[config.mk]
export PLATFORM = sky130hd
export DESIGN_NAME = uart_rx_ctrl
export DESIGN_NICKNAME = d
export VERILOG_FILES = /design/src/rtl/uart_rx_ctrl.sv
export SDC_FILE = /design/constraint.sdc
export NUM_CORES = 1
export LEC_CHECK = 0
export CAP_MARGIN = 40
export CORE_ASPECT_RATIO = 0.8
export CORE_MARGIN = 2
export CORE_UTILIZATION = 52
export DETAILED_ROUTE_END_ITERATION = 6
export PLACE_DENSITY = 0.75
export SYNTH_ARGS = -nofsm -noshare
export SYNTH_HDL_FRONTEND = slang
export SYNTH_SLANG_ARGS = --single-unit
[constraint.sdc]
create_clock -name clk -period 2.3 [get_ports clk]
set_input_delay 0.46 -clock clk [delete_from_list [all_inputs] [get_ports clk]]
set_output_delay 0.46 -clock clk [all_outputs]
set_load 0.005 [all_outputs]
[src/rtl/uart_rx_ctrl.sv]
// UART receiver: 3-sample majority vote per bit, optional parity, 1/2 stop bits.
// Frame settings are captured at the start of each frame and held until DONE.
module uart_rx_ctrl #(
  parameter int DATA_W    = 8,
  parameter int PRESC_W   = 6,
  parameter int STOP_BITS = 1
) (
  input  logic               clk,
  input  logic               rst_n,
  input  logic               RX_IN,
  input  logic               par_en,
  input  logic               par_typ,
  input  logic [PRESC_W-1:0] pre_scale,
  output logic [DATA_W-1:0]  p_data,
  output logic               data_valid,
  output logic               par_err,
  output logic               stp_err,
  output logic               strt_glitch,
  output logic               busy
);

  typedef enum logic [2:0] {
    IDLE, START, DATA, PARITY, STOP, DONE
  } state_t;

  state_t              state;
  logic [PRESC_W-1:0]  edge_cnt;
  logic [3:0]          bit_cnt;
  logic [PRESC_W-1:0]  presc;
  logic                par_en_q;
  logic                par_typ_q;
  logic [2:0]          smp;
  logic [DATA_W-1:0]   shreg;
  logic                par_flag;
  logic                stp_flag;

  logic [PRESC_W-1:0]  presc_in;
  logic [PRESC_W-1:0]  half;
  logic [PRESC_W-1:0]  nxt_edge;
  logic                last_edge;
  logic                stop_edge;
  logic                last_stop;
  logic                vote;
  logic                stop_bad;
  logic                par_exp;
  logic                enter_start;

  // Odd or too-small prescales would put the vote window off-centre
  assign presc_in = (pre_scale < PRESC_W'(8)) ? PRESC_W'(8)
                  : {pre_scale[PRESC_W-1:1], 1'b0};

  assign half      = presc >> 1;
  assign last_edge = edge_cnt == presc - PRESC_W'(1);
  assign stop_edge = edge_cnt == presc - PRESC_W'(2);
  assign nxt_edge  = last_edge ? '0 : edge_cnt + PRESC_W'(1);
  assign last_stop = bit_cnt == 4'(STOP_BITS - 1);
  assign vote      = (smp[0] & smp[1]) | (smp[0] & smp[2])
                   | (smp[1] & smp[2]);
  assign stop_bad  = stp_flag | ~vote;
  assign par_exp   = (^shreg) ^ par_typ_q;
  assign busy      = state != IDLE;

  assign enter_start = ((state == IDLE) || (state == DONE)) && !RX_IN;

  always_ff @(posedge clk or negedge rst_n) begin
    if (!rst_n) begin
      state       <= IDLE;
      edge_cnt    <= '0;
      bit_cnt     <= '0;
      presc       <= '0;
      par_en_q    <= 1'b0;
      par_typ_q   <= 1'b0;
      smp         <= '0;
      shreg       <= '0;
      par_flag    <= 1'b0;
      stp_flag    <= 1'b0;
      p_data      <= '0;
      data_valid  <= 1'b0;
      par_err     <= 1'b0;
      stp_err     <= 1'b0;
      strt_glitch <= 1'b0;
    end else begin
      data_valid  <= 1'b0;
      par_err     <= 1'b0;
      stp_err     <= 1'b0;
      strt_glitch <= 1'b0;

      if (edge_cnt == half - PRESC_W'(1)) smp[0] <= RX_IN;
      if (edge_cnt == half)               smp[1] <= RX_IN;
      if (edge_cnt == half + PRESC_W'(1)) smp[2] <= RX_IN;

      unique case (state)
        IDLE: begin
          edge_cnt <= '0;
          if (!RX_IN) state <= START;
        end
        START: begin
          edge_cnt <= nxt_edge;
          if (last_edge) begin
            if (vote) begin
              strt_glitch <= 1'b1;
              state       <= IDLE;
            end else begin
              state <= DATA;
            end
          end
        end
        DATA: begin
          edge_cnt <= nxt_edge;
          if (last_edge) begin
            shreg <= {vote, shreg[DATA_W-1:1]};
            if (bit_cnt == 4'(DATA_W - 1)) begin
              bit_cnt <= '0;
              state   <= par_en_q ? PARITY : STOP;
            end else begin
              bit_cnt <= bit_cnt + 4'd1;
            end
          end
        end
        PARITY: begin
          edge_cnt <= nxt_edge;
          if (last_edge) begin
            if (vote != par_exp) par_flag <= 1'b1;
            bit_cnt <= '0;
            state   <= STOP;
          end
        end
        STOP: begin
          // Final stop bit ends one edge early so DONE fits in the frame
          if (last_stop && stop_edge) begin
            edge_cnt <= '0;
            bit_cnt  <= '0;
            stp_flag <= stop_bad;
            state    <= DONE;
            if (!stop_bad && !par_flag) begin
              data_valid <= 1'b1;
              p_data     <= shreg;
            end else begin
              par_err <= par_flag;
              stp_err <= stop_bad;
            end
          end else begin
            edge_cnt <= nxt_edge;
            if (last_edge) begin
              if (!vote) stp_flag <= 1'b1;
              bit_cnt <= bit_cnt + 4'd1;
            end
          end
        end
        DONE: begin
          state <= RX_IN ? IDLE : START;
        end
        default: state <= IDLE;
      endcase

      if (enter_start) begin
        edge_cnt  <= '0;
        bit_cnt   <= '0;
        presc     <= presc_in;
        par_en_q  <= par_en;
        par_typ_q <= par_typ;
        par_flag  <= 1'b0;
        stp_flag  <= 1'b0;
        shreg     <= '0;
      end
    end
  end

endmodule

==> metrics.md <==
| Metric | Value |
|---|---|
| Status | complete, no violations |
| Full die area | 5620 sq um |
| Drt drc | 0 |
| Hold Fails Final Rpt | 0 |
| Initial antenna violation count | 0 |
| Mapped Nets | 287 |
| Worst Path Arrival | 2.49 ns |
| WS Path Type | reg2reg |
| Final core utilization | 0.664 |
| Post-DRT Antenna Nets | 0 |
| Seq cells post-synth | 45 |
| Seq/Total Area, Yosys | 0.431 |
| Core area | 4920 sq um |
| GR Overflow Total | 0 |
| Vias in the first global route | 1895 |
| CTS Sinks | 45 |
| RR Endpoint | shreg[7] |
| PortBufs | 22 |
| Reg clk slew, reported paths | 0.10 ns |
| Post-synth EDFFs | 0 |
| Clock Skew | 0.0125 ns |
| Worst slew margin relative to its limit | 0.724 |
| Gr usage total | 0.217 |
| Syn_area_per_cell | 9.65 sq um |
| Post-route clock period utilization | 0.980 |
| Total CTS buffers | 5 |
| Leading area contributor after synthesis | dfrtp_1 |
| Number of DRC markers in iteration 0 | 203 |
| Non-Filler Instances | 382 |
| Final setup viols | 0 |
| DIE HEIGHT | 67.4 microns |
| Post-synth cell types | 53 |
| Worst hold slack | 0.497 ns |
| TritonCTS clock tree | yes |
| Global-route wire length before repair | 9580 microns |
| Setup_tns | 0 ns |
| Pwr per Cell Area | 1120 nW/um^2 |
| Largest net degree at the start of global routing | 23 |
| Post-placement cell count | 371 |
| Startpoint Class | flop |
| CTS H-tree lvls | 2 |
| Synthesized cell area | 2620 sq um |
| RePlAce Congestion | 0.948 |
| I/O pin count | 24 |
| LEAKAGE | 1.53 nW |
| Async SR Flop Fraction | 1.00 |
| # rows | 23 |
| Post-synthesis cell count | 271 |
| Fin crit period | 2.25 ns |
| Peak fanout along the critical path | 5 |
| Chip width | 83.3 microns |
| RSZ-0062 raised after global routing | true |
| Endpoint of the worst setup timing path | shreg[7] |
| Area grow syn2layout | 24.9% |
| Drt total wl | 5720 microns |
| Starting Density | 0.531 |
| First-pass DRT Iterations | 4 |
| Dpl hpwl | 4190 microns |
| Worst-case reg-to-reg path depth | 9 |
| Clock root buffer | clkbuf_8 |
| Vias/cell | 5.54 |
| Wire length per cell | 15.0 microns |
| Worst R2R Setup Slack | 0.05 ns |
| Longest Clk Path Bufs | 2 |
| Worst path required time | 2.54 ns |
| R2r startpoint | presc[1] |
| Fmax | 0.444 GHz |
| Share of the synthesized area in the top cell type | 0.431 |
| Syn. warnings | 0 |
| Via Count | 2115 |
| Crit. End Element | flop |
| Max Cap Viol | 0 |
| Worst-Skew Late Latency | 0.31 ns |
| Most used DFF post-synth | dfrtp_1 |
| Tightest Pin Transition | 0.409 ns |
| Hold WC Path Type | in2async |
| Synth area leaders | dfrtp_1, xnor2_1, xor2_1, mux2_2, nor2_1 |
| Final nets | 335 |
| Diode count | 0 |
| Ratio of cells with drive above 1 in the final layout | 0.222 |
| Worst vdd ir | 0.639 mV |
| CP Launch Point | presc[1] |
| Final slew viol count | 0 |
per-layer routing:
layer | GRT usage | share of wire | vias up
met1 | 0.334 | 0.51 | 1007
met5 | 0 | 0 | -
met2 | 0.310 | 0.42 | 55
met3 | 0.0403 | 0.056 | 12
met4 | 0.0656 | 0.015 | 0
li1 | - | - | 1041
cells in the final DEF, fill, tap and decap left out, drive strengths merged, types with 5 or more instances in the layout:
master / count
dfrtp: 45
buf: 33
nor2: 28
nand2: 27
clkdlybuf4s50: 21
xnor2: 16
xor2: 15
o21ai: 12
mux2: 11
inv: 10
nand3: 9
mux2i: 7
a21oi: 7
nand2b: 6
a31oi: 5
clkbuf: 5
ha: 5
critical path, cell delays in order (launching register included):
cell       delay, ns
dfrtp_1         0.40
inv_4           0.05
ha_4            0.17
or2b_1          0.25
a21boi_4        0.20
o2111ai_2       0.17
or4_4           0.45
buf_6           0.16
or2_0           0.19
a21oi_1         0.13
cells by family after synthesis:
logic type	share of synthesized area
AND/OR/NAND/NOR	0.207
buffers and inverters	0.0392
AO/OA/AOI/OAI	0.121
adder cells (fa/ha/maj)	0.0239
XOR/XNOR	0.104
flip-flops	0.431
multiplexers	0.0742
where the power goes:
part / switching [W] / internal [W] / total (W) / leakage, nW
Sequential: 0.000195 / 0.000969 / 0.00116 / 0.592
Combinational: 0.00105 / 0.000930 / 0.00198 / 0.898
Clock: 0.000296 / 0.000220 / 0.000516 / 0.0447
Total: 0.00154 / 0.00212 / 0.00366 / 1.53
sequential cells by signal (all words and copies together), names as in the netlist:
| signal | count |
|---|---|
| p_data | 8 |
| shreg | 8 |
| edge_cnt | 6 |
| presc | 5 |
| bit_cnt | 4 |
| smp | 3 |
| state | 3 |
| data_valid | 1 |
| par_en_q | 1 |
| par_err | 1 |
| par_flag | 1 |
| par_typ_q | 1 |
| stp_err | 1 |
| stp_flag | 1 |
| strt_glitch | 1 |
through the flow:
| step | setup WS, ns | total power (W) | area, sq um |
|---|---|---|---|
| final | 0.0464 | 0.00366 | 3270 |
| after CTS | 0.00347 | 0.00360 | 3210 |
| after detailed placement | -0.0309 | 0.00305 | 3090 |
| after global routing | -0.0552 | 0.00395 | 3270 |
| after global placement | 0.0395 | 0.00297 | 3090 |
| after floorplan | -0.0943 | 0.00249 | 2650 |
how the worst min path moves through the flow:
| stage | startpoint | to | slack, ns | cells after the start |
|---|---|---|---|---|
| 4_1_cts | rst_n | smp[0] | 0.50 | 2 |
| 3_3_place_gp | rst_n | edge_cnt[5] | 0.30 | 1 |
| 5_1_grt | rst_n | edge_cnt[5] | 0.51 | 2 |
| 3_5_place_dp | rst_n | smp[0] | 0.29 | 1 |
| 6_report | rst_n | smp[0] | 0.50 | 2 |
| 2_1_floorplan | rst_n | bit_cnt[0] | 0.16 | 0 |
Yosys cell counts (all sizes together), types with 3 or more instances:
library cell  instances
xnor2                16
mux2                 11
nor3                  4
mux2i                 7
o2111ai               4
nor2                 28
ha                    5
clkbuf                8
dfrtp                45
xor2                 15
nor4                  4
and2                  4
buf                   6
nor3b                 3
o21ai                12
inv                   9
nor2b                 4
nand2                27
nand3                 9
a31oi                 5
nand3b                3
a21oi                 7
nand2b                6
or2                   3
timing repair:
action	4_1_cts	5_1_grt
buffers inserted	0	1
endpoints found under the setup margin	9	22
pin swaps	1	0
cloned	0	1
hold endpoints to repair	4	0
hold buffers	1	0
resized for setup	3	10
layout make-up:
class | count | area (sq um)
Fill cell | 376 | 1650
Clock inverter | 3 | 25.0
Clock buffer | 5 | 68.8
Inverter | 9 | 36.3
Tap cell | 62 | 77.6
Timing Repair Buffer | 55 | 473
Sequential cell | 45 | 1130
Multi-Input combinational cell | 203 | 1460
(Power assumes the default switching activity.)
